### config.mk
export PLATFORM = sky130hd
export DESIGN_NAME = osc_phase_accum
export DESIGN_NICKNAME = d
export VERILOG_FILES = /design/src/rtl/osc_phase_accum.sv
export SDC_FILE = /design/constraint.sdc
export NUM_CORES = 2
export LEC_CHECK = 0
export CAP_MARGIN = 20
export CORE_ASPECT_RATIO = 0.75
export CORE_MARGIN = 4
export CORE_UTILIZATION = 35
export CTS_CLUSTER_SIZE = 20
export DETAILED_ROUTE_END_ITERATION = 16
export DONT_BUFFER_PORTS = 1
export GPL_TIMING_DRIVEN = 0
export PLACE_DENSITY_LB_ADDON = 0.15
export SYNTH_ARGS = -nofsm -noshare
export SYNTH_HDL_FRONTEND = slang
export SYNTH_SLANG_ARGS = --single-unit
export TNS_END_PERCENT = 10
### constraint.sdc
create_clock -name sCLK_XVXOSC -period 45.4 [get_ports sCLK_XVXOSC]
set_input_delay 9.08 -clock sCLK_XVXOSC [delete_from_list [all_inputs] [get_ports sCLK_XVXOSC]]
set_output_delay 9.08 -clock sCLK_XVXOSC [all_outputs]
set_load 0.01 [all_outputs]
### src/rtl/osc_phase_accum.sv
// Time-multiplexed oscillator phase accumulator.
// Each sequencer slot delivers one pitch increment. The increment is added
// into a per-(voice, oscillator) phase register, and the new phase goes to
// the waveform stage with a slot tag and a wrap flag. Key-sync (note-on)
// and oscillator-to-oscillator hard sync within a voice force the phase
// to zero.
module osc_phase_accum #(
  parameter int VOICES   = 8,
  parameter int V_OSC    = 4,
  parameter int V_WIDTH  = 3,
  parameter int O_WIDTH  = 2,
  parameter int OE_WIDTH = 1,
  parameter int E_WIDTH  = O_WIDTH + OE_WIDTH,
  parameter int PHASE_W  = 32,
  parameter int IN_LAT   = 4
) (
  input  logic                         sCLK_XVXOSC,
  input  logic                         reset,
  input  logic [V_WIDTH+E_WIDTH-1:0]   xxxx,
  input  logic [23:0]                  osc_pitch_val,
  input  logic                         note_on,
  input  logic [V_WIDTH-1:0]           cur_key_adr,
  input  logic [V_OSC-1:0]             key_sync_en,
  input  logic [V_OSC-1:0]             hard_sync_en,
  output logic [PHASE_W-1:0]           phase_out,
  output logic [V_WIDTH+O_WIDTH-1:0]   phase_slot,
  output logic                         phase_wrap,
  output logic                         phase_valid
);

  localparam int IDX_W  = V_WIDTH + E_WIDTH;
  localparam int SLOT_W = V_WIDTH + O_WIDTH;
  localparam int SLOTS  = VOICES * V_OSC;

  // Index delay line; valid bits fill with ones after reset so stale taps are ignored
  logic [IDX_W-1:0]   dly_q [IN_LAT];
  logic [IDX_W-1:0]   dly_d [IN_LAT];
  logic [IN_LAT-1:0]  vld_q, vld_d;

  // Phase store and key-sync pending flags, one per (voice, oscillator)
  logic [PHASE_W-1:0] phase_q [SLOTS];
  logic [PHASE_W-1:0] phase_d [SLOTS];
  logic [SLOTS-1:0]   pend_q, pend_d;

  // Last update's slot and wrap, used by hard sync of the next oscillator
  logic [V_WIDTH-1:0] prev_v_q, prev_v_d;
  logic [O_WIDTH-1:0] prev_o_q, prev_o_d;
  logic               prev_wrap_q, prev_wrap_d;

  logic               note_q, note_d;

  logic [PHASE_W-1:0] out_phase_q, out_phase_d;
  logic [SLOT_W-1:0]  out_slot_q, out_slot_d;
  logic               out_wrap_q, out_wrap_d;
  logic               out_valid_q, out_valid_d;

  // Tap decode and the new-phase datapath
  logic [IDX_W-1:0]    tap;
  logic [V_WIDTH-1:0]  dv;
  logic [O_WIDTH-1:0]  dox, dox_m1;
  logic [OE_WIDTH-1:0] dsub;
  logic [SLOT_W-1:0]   tap_slot;
  logic                upd;
  logic [PHASE_W:0]    sum;
  logic                key_force, hard_force, forced;
  logic [PHASE_W-1:0]  new_phase;
  logic                new_wrap;
  logic                note_rise;

  assign tap      = dly_q[IN_LAT-1];
  assign dv       = tap[IDX_W-1 -: V_WIDTH];
  assign dox      = tap[E_WIDTH-1 -: O_WIDTH];
  assign dsub     = tap[OE_WIDTH-1:0];
  assign tap_slot = tap[IDX_W-1:OE_WIDTH];
  assign dox_m1   = dox - O_WIDTH'(1);
  assign upd      = vld_q[IN_LAT-1] && (dsub == '0);

  // Shift the sequencer index along the delay line
  always_comb begin
    dly_d[0] = xxxx;
    vld_d[0] = 1'b1;
    for (int i = 1; i < IN_LAT; i++) begin
      dly_d[i] = dly_q[i-1];
      vld_d[i] = vld_q[i-1];
    end
  end

  // Accumulate, then apply key sync / hard sync overrides
  always_comb begin
    sum        = {1'b0, phase_q[tap_slot]} + {{(PHASE_W+1-24){1'b0}}, osc_pitch_val};
    key_force  = pend_q[tap_slot];
    hard_force = (dox != '0) && hard_sync_en[dox] && prev_wrap_q &&
                 (prev_v_q == dv) && (prev_o_q == dox_m1);
    forced     = key_force || hard_force;
    new_phase  = forced ? '0 : sum[PHASE_W-1:0];
    new_wrap   = forced || sum[PHASE_W];
  end

  // Next-state for store, pend flags, hard-sync history and output registers
  always_comb begin
    note_d      = note_on;
    note_rise   = note_on && !note_q;
    phase_d     = phase_q;
    pend_d      = pend_q;
    prev_v_d    = prev_v_q;
    prev_o_d    = prev_o_q;
    prev_wrap_d = prev_wrap_q;
    out_phase_d = out_phase_q;
    out_slot_d  = out_slot_q;
    out_wrap_d  = out_wrap_q;
    out_valid_d = 1'b0;
    if (upd) begin
      phase_d[tap_slot] = new_phase;
      pend_d[tap_slot]  = 1'b0;
      prev_v_d          = dv;
      prev_o_d          = dox;
      prev_wrap_d       = new_wrap;
      out_phase_d       = new_phase;
      out_slot_d        = tap_slot;
      out_wrap_d        = new_wrap;
      out_valid_d       = 1'b1;
    end
    // A note-on edge is applied after the clear so a coincident set survives
    if (note_rise) begin
      for (int n = 0; n < V_OSC; n++) begin
        if (key_sync_en[n]) pend_d[{cur_key_adr, O_WIDTH'(n)}] = 1'b1;
      end
    end
  end

  // State registers with asynchronous clear
  always_ff @(posedge sCLK_XVXOSC or posedge reset) begin
    if (reset) begin
      for (int i = 0; i < IN_LAT; i++) dly_q[i] <= '0;
      for (int i = 0; i < SLOTS; i++) phase_q[i] <= '0;
      vld_q       <= '0;
      pend_q      <= '0;
      prev_v_q    <= '0;
      prev_o_q    <= '0;
      prev_wrap_q <= 1'b0;
      note_q      <= 1'b0;
      out_phase_q <= '0;
      out_slot_q  <= '0;
      out_wrap_q  <= 1'b0;
      out_valid_q <= 1'b0;
    end else begin
      dly_q       <= dly_d;
      phase_q     <= phase_d;
      vld_q       <= vld_d;
      pend_q      <= pend_d;
      prev_v_q    <= prev_v_d;
      prev_o_q    <= prev_o_d;
      prev_wrap_q <= prev_wrap_d;
      note_q      <= note_d;
      out_phase_q <= out_phase_d;
      out_slot_q  <= out_slot_d;
      out_wrap_q  <= out_wrap_d;
      out_valid_q <= out_valid_d;
    end
  end

  assign phase_out   = out_phase_q;
  assign phase_slot  = out_slot_q;
  assign phase_wrap  = out_wrap_q;
  assign phase_valid = out_valid_q;

endmodule

Yosys cells after proc, flatten, opt, wreduce, memory -nomap -nowiden
Index checks and enable logic that the tools add are counted.
{ "word_totals": {"latch_bits": 0, "mem_bits_rw": 0, "output_inout_bits": 39, "in_bits": 44, "n_memories": 0, "wordCells": 117, "romBits": 0, "regBits": 1129} }
{ "op_classes": {"n_mux": 31, "n_mul": 0, "n_eq_ne": 2, "bitwise_logic": 8, "addsub": 2, "n_lt_le_gt_ge": 13, "reduce_logical": 16, "n_div": 0, "shifts": 0} }
{ "ops": {"columns": ["cell", "n"], "rows": [
  ["$bwmux 1024", 1],
  ["$mux 32", 13],
  ["$bmux 32 s5", 1],
  ["$demux 32 s5", 1],
  ["$add 32x24->33", 1],
  ["$and 32x32->32", 1],
  ["$not 32->32", 1],
  ["$or 32x29->32", 1],
  ["$or 32x30->32", 1],
  ["$or 32x31->32", 1],
  ["$or 32x32->32", 1],
  ["$lt 5x6->1 const B", 5],
  ["$ge 5x1->1 const B", 5],
  ["$demux 1 s3", 4],
  ["$logic_and 1x1->1", 12],
  ["$mux 1", 8],
  ["$ge 6x6->1 const B", 1],
  ["$lt 6x1->1 const B", 1],
  ["$not 5->6", 1],
  ["$bmux 1 s5", 1],
  ["$demux 1 s5", 1],
  ["$eq 3x3->1", 1],
  ["$lt 2x3->1 const B", 1],
  ["$bmux 1 s2", 1],
  ["6 further kinds", 7]
]} }

Depth between registers and ports, before layout
{ "depth": {"ltp_word": 19, "mapped_depth": 26, "depth_no_buf": 17} }

Least setup slack after synthesis
OpenSTA, ideal clock, no wires.
{ "synth_timing": {"path_type": "input to register", "startpoint": "input osc_pitch_val[0]", "endpoint": "register phase_q[766] (netlist name)", "t_required_ns": 45.280, "stages": 14, "setup_slack_ns": 33.573, "arrival_time_ns": 11.707, "setup_ns": 0.120, "path_cell_list": "ha_1 inv_1 fa_1 nor2b_4 o31ai_4 a31oi_2 o211ai_2 a21oi_2 a311o_1 a2111o_1 o2111a_2 xnor2_4 buf_6 o21ai_2"} }
{ "synth_between": {"elab_chain_cells": 3} }
{ "synth_rtl": {"columns": ["item", "line_no", "rtl"], "rows": [
  ["start: declaration", "20", "input logic [23:0] osc_pitch_val,"],
  ["$add 32x24->33", "90", "sum = {1'b0, phase_q[tap_slot]} + {{(PHASE_W+1-24){1'b0}}, osc_pitch_val};"],
  ["$mux 32", "95", "new_phase = forced ? '0 : sum[PHASE_W-1:0];"],
  ["$bwmux 1024", "113", "phase_d[tap_slot] = new_phase;"],
  ["end signal: assignment", "148", "phase_q <= phase_d;"],
  ["end: declaration", "41", "logic [PHASE_W-1:0] phase_q [SLOTS];"]
]} }
Every way passes these cells.
A chain may end at the register's enable or synchronous reset.

Worst setup path after layout
{ "layout_timing": {"startpoint": "input osc_pitch_val[17]", "endpoint": "register phase_q[985] (netlist name)"} }
The elaborated chain is that of the path after synthesis.

==> flow_summary.json <==
{
  "syn_area_um2": 49400,
  "hp-start": "dly_d[4]",
  "clock_path_buffers": 3,
  "wl_um": 201000,
  "hold-worst-slack_ns": 0.341,
  "multiInputGateArea_um2": 19500,
  "final_layout_size_suffix_gt1_share_pct": 12.5,
  "clk_latency_ns": 0.77,
  "hold_class": "reg -> reg",
  "antenna_found_initial": 17,
  "maxCapViolations": 0,
  "hold_buffers": 0,
  "synth_top_area_share_pct": 56.9,
  "drt_iter0_drc": 4643,
  "crit_type": "in -> reg",
  "ctsHtreeMaxLevel": 3,
  "fill_cells": 13900,
  "vdd.ir_drop.worst_mv": 0.0348,
  "end_kind": "flip-flop",
  "power.density_nw_per_um2": 52.1,
  "die_h_um": 333,
  "synth_nets": 4708,
  "synth.distinct_cells": 69,
  "dr_total_vias": 38900,
  "final_antenna_net_count": 0,
  "clkTransAtPathRegs_ns": 0.06,
  "drt_first_pass_iters": 5,
  "post_cts_buffers": 0,
  "synthesis.instances": 4635,
  "place_area_um2": 52200,
  "die_w_um": 442,
  "start_kind": "input pin",
  "power_leakage_uw": 0.0250,
  "grtUsageTotal_pct": 27.0,
  "rsz0062_at_grt": "false",
  "die_area_um2": 147000,
  "boundaryPins": 83,
  "cts.sinks": 1124,
  "required_ns": 46.00,
  "hold_viol_final": 0,
  "grt_pass1_vias": 37700,
  "synth_area_leader_cell": "dfrtp_1",
  "place.port_buffers": 0,
  "fin_crit_ns": 12.14,
  "std_cell_rows": 119,
  "fin_area_um2": 56400,
  "setup_viol": 0,
  "tightestPinTransition_ns": 1.31,
  "cts_resized": 0,
  "rr_startpoint": "tap[2]",
  "drc_errors": 0,
  "crit_fanout": 10,
  "fmax_ghz": 0.0824,
  "setup_tns_ns": 0,
  "final.setup_skew_ns": 0.0398,
  "cts_root_buffer": "clkbuf_16",
  "grt_max_degree": 127,
  "synth_edf_count": 0,
  "avgRoutedWirePerCell_um": 29.7,
  "seq_area_um2": 28100,
  "synthTopCellsByArea": "dfrtp_1 57%, mux4_2 9.2%, o21ai_0 9.1%, nand2_1 8.9%, clkbuf_1 2.3%",
  "cts_made_buffers": 118,
  "synthFlopType": "dfrtp_1",
  "overflow": 0,
  "via_per_inst": 5.75,
  "hpwl_um": 149000,
  "yosysSeqAreaShare_pct": 56.9,
  "grt_pass1_wl_um": 287000,
  "arrival_ns": 12.74,
  "initial_utilization_pct": 35.2,
  "slew_violations": 0,
  "core_area_um2": 140000,
  "fin_nets": 4848,
  "synth-seq-cells": 1124,
  "avgSynthCellArea_um2": 10.7,
  "crit_start": "osc_pitch_val[17]",
  "fin_crit_sh_pct": 26.7,
  "relSlewSlack_pct": 12.8,
  "cts_tree": "done",
  "ys_warn_count": 0,
  "power.total_uw": 2940,
  "outcome": "complete, no violations",
  "gp_congestion": 0.961,
  "async_flop_share_pct": 100,
  "syn2layout_area_growth_pct": 14.1
}
## through the flow
| stage | worst slack (ns) | cells | util [%] |
|---|---|---|---|
| floorplan | 4.67 | 4635 | - |
| global placement | -9.76 | 6510 | 36.9 |
| detailed placement | 32.59 | 6528 | 37.2 |
| CTS | 33.40 | 6747 | 40.2 |
| global route | 33.15 | 6755 | 40.2 |
| finish | 33.26 | 6758 | 40.2 |
## cells in the final DEF (no fill, tap or decap), drive strengths merged, types with 20 or more instances in the layout
cell type / Yosys / final
o21ai: 1015 / 1015
o31ai: 34 / 34
clkinv: 0 / 25
mux4: 201 / 201
clkbuf: 320 / 490
a21oi: 57 / 57
a22oi: 96 / 96
o22ai: 64 / 64
dfrtp: 1124 / 1124
a22o: 20 / 20
buf: 94 / 114
nand4: 27 / 27
nor2: 86 / 86
ha: 28 / 28
xnor2: 21 / 21
nand2: 1171 / 1171
mux2i: 112 / 112
## flip-flops by register name, summed over array words and instances, names as in the netlist
register,cells
dly_d,18
note_q,1
pend_q,32
phase_out,32
phase_q,1024
phase_slot,1
phase_valid,1
phase_wrap,1
prev_o_q,1
prev_v_q,3
tap,6
vld_q,4
## layout make-up
type | count | share of cell area [%]
antenna | 9 | 0.0399
inverter | 12 | 0.0932
timing repair buffer | 20 | 0.777
sequential | 1124 | 49.9
tap | 1875 | 4.16
clock inverter | 49 | 1.21
clock buffer | 170 | 6.15
buffer | 414 | 3.11
multi-input combinational | 3085 | 34.6
## worst paths after layout
kind / end / slack (ns) / depth (start not counted)
min: tap[4] / 0.34 / 0
min reg2reg: tap[4] / 0.34 / 0
max reg2reg: phase_q[985] / 36.03 / 23
max: phase_q[985] / 33.26 / 11
max in group asynchronous: pend_q[28] / 34.85 / 5
min in group asynchronous: phase_q[398] / 8.24 / 1
## Yosys cell counts (8+ instances only)
cell type / number
nand2_1: 1170
dfrtp_1: 1124
o21ai_0: 898
clkbuf_1: 309
mux4_2: 201
mux2i_1: 112
a22oi_1: 96
nor2_1: 85
o22ai_1: 64
o21ai_2: 60
o21ai_1: 57
a21oi_1: 56
buf_2: 52
o31ai_1: 33
ha_1: 28
nand4_1: 27
buf_1: 25
a22o_1: 20
xnor2_1: 19
mux2_2: 16
nor4_1: 15
inv_1: 12
buf_6: 11
clkbuf_2: 11
and2_1: 10
xor2_1: 9
nand3_1: 8
## logic make-up after synthesis
| logic type | count (synthesis) | synth area share, % |
|---|---|---|
| buffers and inverters | 426 | 3.61 |
| muxes | 329 | 11.8 |
| DFF | 1124 | 56.9 |
| other | 1 | 0.00759 |
| xor gates and xnor gates | 32 | 0.651 |
| AOI/OAI and AO/OA | 1318 | 15.1 |
| and+or+nand+nor | 1376 | 11.2 |
| adders and majority gates | 29 | 0.749 |
## power breakdown
group | internal, uW | total [uW] | switching [uW]
logic | 199 | 580 | 381
clock network | 615 | 1050 | 436
registers | 1190 | 1310 | 113
total | 2010 | 2940 | 929
## routing by layer
layer / vias up / GRT usage, % / wire length [um]
met4: 2 / 6.06 / 4550
met1: 20400 / 41.1 / 92700
met3: 245 / 9.22 / 22600
met2: 1682 / 36.7 / 80700
met5: - / 0 / 8
li1: 16500 / - / -
## critical path: stages
cell,delay [ns]
ha_1,0.35
nand2_1,0.08
nor2_1,0.44
a21oi_1,0.30
a211oi_1,0.47
a221oi_1,0.23
nor2_1,0.23
nand2_1,0.09
xor2_1,0.66
clkbuf_1,0.59
o21ai_0,0.21
(Power assumes the default switching activity.)
